**config.mk**
```make
export PLATFORM = sky130hd
export DESIGN_NAME = axis_pixel_packer
export DESIGN_NICKNAME = d
export VERILOG_FILES = /design/src/rtl/axis_pixel_packer.sv
export SDC_FILE = /design/constraint.sdc
export NUM_CORES = 1
export LEC_CHECK = 0
export ABC_AREA = 1
export CORE_ASPECT_RATIO = 1.25
export CORE_UTILIZATION = 63
export CTS_CLUSTER_DIAMETER = 100
export DETAILED_ROUTE_END_ITERATION = 10
export DONT_BUFFER_PORTS = 1
export PLACE_DENSITY = 0.78
export SYNTH_ARGS = -nofsm -noshare
export SYNTH_HDL_FRONTEND = slang
export SYNTH_SLANG_ARGS = --single-unit
```
**constraint.sdc**
```tcl
create_clock -name aclk -period 3.6 [get_ports aclk]
set_input_delay 0.54 -clock aclk [delete_from_list [all_inputs] [get_ports aclk]]
set_output_delay 0.54 -clock aclk [all_outputs]
set_load 0.01 [all_outputs]
```
**src/rtl/axis_pixel_packer.sv**
```systemverilog
// rtl/axis_pixel_packer.sv - packs IN_BYTES pixels into OUT_BYTES AXI4-Stream words
// Byte accumulator feeding a registered output stage that holds under backpressure.
module axis_pixel_packer #(
    parameter int IN_BYTES  = 3,
    parameter int OUT_BYTES = 4
) (
    input  logic                   aclk,
    input  logic                   areset,
    input  logic [8*IN_BYTES-1:0]  in_data,
    input  logic                   in_valid,
    input  logic                   in_sof,
    input  logic                   in_eol,
    output logic                   in_ready,
    output logic [8*OUT_BYTES-1:0] out_stream_tdata,
    output logic [OUT_BYTES-1:0]   out_stream_tkeep,
    output logic                   out_stream_tlast,
    output logic                   out_stream_tuser,
    output logic                   out_stream_tvalid,
    input  logic                   out_stream_tready,
    output logic                   err_sof_midline
);
    localparam int ACC = OUT_BYTES + IN_BYTES - 1;
    localparam int CW  = $clog2(ACC + 1);
    localparam logic [CW-1:0] OUT_CNT = CW'(OUT_BYTES);
    localparam logic [CW-1:0] IN_CNT  = CW'(IN_BYTES);

    logic [8*ACC-1:0]       r_buf;
    logic [CW-1:0]          r_cnt;
    logic                   r_flush_pend;
    logic                   r_sof_pend;
    logic                   r_err;
    logic [8*OUT_BYTES-1:0] r_tdata;
    logic [OUT_BYTES-1:0]   r_tkeep;
    logic                   r_tlast;
    logic                   r_tuser;
    logic                   r_tvalid;

    logic                   w_load;
    logic [CW-1:0]          w_take;
    logic [CW-1:0]          w_cnt_after;
    logic [8*ACC-1:0]       w_buf_after;
    logic [8*ACC-1:0]       w_pix_ext;
    logic [OUT_BYTES-1:0]   w_keep;
    logic                   w_tlast;
    logic                   w_accept;
    logic                   w_restart;

    // Bytes at and above r_cnt are always zero, so partial words need no masking.
    always_comb begin
        w_load      = (!r_tvalid || out_stream_tready)
                      && ((r_cnt >= OUT_CNT) || (r_flush_pend && (r_cnt != '0)));
        w_take      = (r_cnt >= OUT_CNT) ? OUT_CNT : r_cnt;
        w_cnt_after = w_load ? (r_cnt - w_take) : r_cnt;
        w_buf_after = w_load ? (r_buf >> (8 * OUT_BYTES)) : r_buf;
        w_tlast     = r_flush_pend && (r_cnt <= OUT_CNT);
        w_pix_ext   = {{(8*(ACC-IN_BYTES)){1'b0}}, in_data};
        w_keep      = '0;
        for (int i = 0; i < OUT_BYTES; i++) begin
            w_keep[i] = (CW'(i) < r_cnt);
        end
        in_ready  = !areset && !r_flush_pend && ((r_cnt < OUT_CNT) || w_load);
        w_accept  = in_valid && in_ready;
        w_restart = w_accept && in_sof && (w_cnt_after != '0);
    end

    always_ff @(posedge aclk or posedge areset) begin
        if (areset) begin
            r_buf        <= '0;
            r_cnt        <= '0;
            r_flush_pend <= 1'b0;
            r_sof_pend   <= 1'b0;
            r_err        <= 1'b0;
            r_tdata      <= '0;
            r_tkeep      <= '0;
            r_tlast      <= 1'b0;
            r_tuser      <= 1'b0;
            r_tvalid     <= 1'b0;
        end else begin
            if (w_load) begin
                r_tdata  <= r_buf[8*OUT_BYTES-1:0];
                r_tkeep  <= w_keep;
                r_tlast  <= w_tlast;
                r_tuser  <= r_sof_pend;
                r_tvalid <= 1'b1;
            end else if (out_stream_tready) begin
                r_tvalid <= 1'b0;
            end

            if (w_accept && in_sof) begin
                r_sof_pend <= 1'b1;
            end else if (w_load) begin
                r_sof_pend <= 1'b0;
            end

            if (w_accept && in_eol) begin
                r_flush_pend <= 1'b1;
            end else if (w_load && w_tlast) begin
                r_flush_pend <= 1'b0;
            end

            // A frame start with bytes still pending drops them and restarts packing.
            if (w_restart) begin
                r_buf <= w_pix_ext;
                r_cnt <= IN_CNT;
                r_err <= 1'b1;
            end else if (w_accept) begin
                r_buf <= w_buf_after | (w_pix_ext << {w_cnt_after, 3'b000});
                r_cnt <= w_cnt_after + IN_CNT;
            end else begin
                r_buf <= w_buf_after;
                r_cnt <= w_cnt_after;
            end
        end
    end

    assign out_stream_tdata  = r_tdata;
    assign out_stream_tkeep  = r_tkeep;
    assign out_stream_tlast  = r_tlast;
    assign out_stream_tuser  = r_tuser;
    assign out_stream_tvalid = r_tvalid;
    assign err_sof_midline   = r_err;
endmodule

```
==> summary.txt <==
Logic synthesis
  – Post-Synth XOR/XNOR Area: 0%
  – Compound-Gate Fraction of Synth Area: approximately an eighth
  – Adder-cell share of the synthesized area: 1.06%
  – Ys async rst share: 100%
  – Yosys cell types: 26
  – Area contributors post-synth: dfrtp_1, nand2_1, nand3_1, a21oi_1, nor2_1
  – Syn Area/Cell: 7.38 µm²
  – Simple-Gate Fraction of Synth Area: 31.7%
  – Number of enable flip-flop cells after synthesis: 0
  – Synthesized cell area: roughly 4700 µm²
  – Most used DFF post-synth: dfrtp_1
  – Synth warnings: 0
  – Largest family of logic cells by synthesized area: simple AND/OR/NAND/NOR gates
  – Top cells by count, synth: nand2_1, dfrtp_1, nand3_1
  – Top cell type's share of synthesized area: between 40% and 50%
  – Register bit total from synthesis: a little over 90
  – Post-Synthesis Cells: around 640
  – Total nets after synthesis: 675
  – Most common cell in the synthesized netlist: nand2_1
  – Sequential-to-total area share from yosys stat: between 40% and 50%
  – Post-synth top area cell: dfrtp_1
  – Mux share of post-synthesis cell area: 0%

Global route
  – Gr usage total: approximately 33%
  – Via count of the first global-routing pass: just over 4000
  – Antenna violations before repair: 0
  – First-pass GRT wire length: approximately 20000 µm
  – Largest net degree at the start of global routing: 55
  – Grt ovf: 0

Routing
  – Vias per cell: approximately 6
  – Drt first-iter violations: between 400 and 500
  – Final WL: ~12000 µm
  – Residual DRC count: 0
  – Routed Antenna Nets: 0
  – Via Count: roughly 4300
  – TritonRoute pass-1 iters: 8
  – Drt wl/cell: roughly 17 µm

Final layout
  – Post-route insts no fill: between 700 and 800
  – Area growth syn-to-layout: 4.84%
  – Nets: 659
  – Final Util: 69.8%
  – Share of cells above drive strength 1: under 10%
  – Inserted Diodes: 0

Floorplan
  – Initial Util: between 60% and 70%
  – IO Count: just over 70
  – Core Area: around 7100 µm²
  – Die area: ~7900 µm²
  – # rows: 34
  – Die Y: 98.9 µm
  – Die width: just under 80 µm

Critical path
  – Worst r2r src: r_cnt[1]
  – FF-to-FF End: r_buf[1]
  – Register-to-Register Path Depth: 13
  – CP Class: reg -> reg
  – Critical path arrival: about 3.2 ns
  – CP endpoint kind: flop
  – Critical-path maximum fanout: 35
  – Critical Path RT: 3.88 ns
  – CP Launch Type: flop
  – Worst Setup SP: r_cnt[1]
  – R2R Setup Slk: about 0.7 ns

Timing
  – Clock Skew: roughly 0.012 ns
  – RSZ-0062 raised after global routing: no
  – Hold Vio Cnt, Final: 0
  – Post-route minimum period: between 2 and 3 ns
  – Rel. slew slack: a little under half
  – TNS Setup: 0 ns
  – Least-Margin Pin Slew: between 0.7 and 0.8 ns
  – Slew Viols, Final: 0
  – Max Clock Freq: 0.347 GHz
  – Final setup violation count: 0
  – Crit share post-route: roughly four fifths

Power
  – Worst VDD drop: roughly 0.66 mV
  – Reg power frac: about 39%
  – Leakage power: 2.50 nW
  – Switching power of the nets: roughly 0.0022 W
  – Fraction of power consumed by the clock network: roughly 15%
  – Pint: between 0.002 and 0.0025 W
  – PD cells: 909 nW/µm²
  – Combinational Power Share: about 46%
  – Sw frac: 49.0%

Status
  – Status: finished clean

Placed design
  – GP Congestion: 0.930
  – Inst Count DP: between 700 and 800
  – Post-DP HPWL: 8040 µm
  – PortBufs: 0

CTS
  – Clock Latency Late Sink: between 0.3 and 0.4 ns
  – Root buffer selected by CTS: clkbuf_8
  – H-tree depth: 3
  – CTS tree: built
  – Setup bufs post-CTS: 0
  – Clk sinks: 93
  – Longest Clk Path Bufs: 2
  – Resized cells post-CTS: 0
  – Worst-path clk slew: about 0.10 ns
  – Hold_buf cts: 0
  – Num CTS Buffers: 9

Min path
  – Worst hold path class: in -> async

Job
  – Max-cap viol count: 0
-- how the worst max path moves through the flow --
| stage | end | slack, ns | depth (start not counted) |
|---|---|---|---|
| 2_1_floorplan | r_buf[10] | 0.53 | 9 |
| 3_3_place_gp | r_cnt[1] | 0.96 | 12 |
| 3_5_place_dp | r_buf[1] | 0.78 | 13 |
| 4_1_cts | r_buf[1] | 0.75 | 13 |
| 5_1_grt | r_buf[1] | 0.61 | 13 |
| 6_report | r_buf[1] | 0.72 | 13 |
-- per-stage QoR --
| stage | total power [W] | cell area [µm²] | setup WS, ns | hold WS [ns] |
|---|---|---|---|---|
| floorplan | 0.00334 | 4740 | 0.527 | 0.442 |
| global placement | 0.00371 | 4770 | 0.963 | 0.452 |
| detailed placement | 0.00380 | 4770 | 0.783 | 0.456 |
| CTS | 0.00448 | 4960 | 0.748 | 0.273 |
| global route | 0.00484 | 4960 | 0.614 | 0.305 |
| finish | 0.00451 | 4960 | 0.719 | 0.275 |
-- per-layer routing --
metal / GRT usage (%) / wire [µm] / vias to the layer above
met5: 0 / 0 / -
met4: 16.5 / 439 / 0
met3: 7.50 / 1010 / 43
met2: 51.5 / 5880 / 247
met1: 43.6 / 4910 / 2011
li1: - / - / 2037
-- flip-flops by register name (all words and copies together), names as in the netlist --
| name | flops |
|---|---|
| out_stream_tlast | 1 |
| r_cnt | 3 |
| r_buf | 48 |
| out_stream_tvalid | 1 |
| err_sof_midline | 1 |
| out_stream_tkeep | 4 |
| out_stream_tdata | 32 |
| r_flush_pend | 1 |
| r_sof_pend | 1 |
| out_stream_tuser | 1 |
-- critical path, cell delays in order (launching register included) --
cell and delay (ns):
dfrtp_1 0.45, nor2_1 0.21, o21ai_2 0.12, nand2_2 0.09
buf_4 0.34, nand2_1 0.14, nand2_2 0.09, ha_1 0.15
ha_1 0.19, nor2_4 0.05, buf_4 0.21, inv_2 0.41
nor2_1 0.12, a31oi_1 0.20
-- layout by cell type, fill, tap and decap left out, drive strengths merged --
cell type / Yosys / layout
a21oi: 57 / 57
a31oi: 17 / 17
buf: 21 / 11
clkbuf: 17 / 10
clkinv: 0 / 3
clkinvlp: 0 / 1
conb: 2 / 2
dfrtp: 93 / 93
ha: 4 / 4
inv: 30 / 32
nand2: 243 / 243
nand3: 64 / 64
nand3b: 1 / 1
nand4: 1 / 1
nor2: 58 / 58
o211ai: 4 / 4
o21ai: 27 / 27
or2: 2 / 2
-- cell type report --
cell class	instances	area, µm²
repair buffers	11	82.6
inverters	30	116
clock buffers	10	138
fillers	610	2140
flip-flops and latches	93	2330
clock inverters	6	55.1
well taps	90	113
multi-input cells	480	2130
-- power groups by stage --
stage	clock network [W]	registers, W	logic [W]
detailed placement	0	0.00177	0.00202
global route	0.000731	0.00180	0.00231
finish	0.000684	0.00176	0.00206
global placement	0	0.00176	0.00195
floorplan	0	0.00170	0.00163
CTS	0.000688	0.00176	0.00204
-- cells by family (layout without fill, tap and decap cells) --
| logic type | after synthesis | after routing |
|---|---|---|
| other | 2 | 2 |
| and+or+nand+nor | 369 | 369 |
| DFF | 93 | 93 |
| buffers and inverters | 68 | 57 |
| AOI/OAI and AO/OA | 105 | 105 |
| adders and majority gates | 4 | 4 |
(Power assumes the default switching activity.)
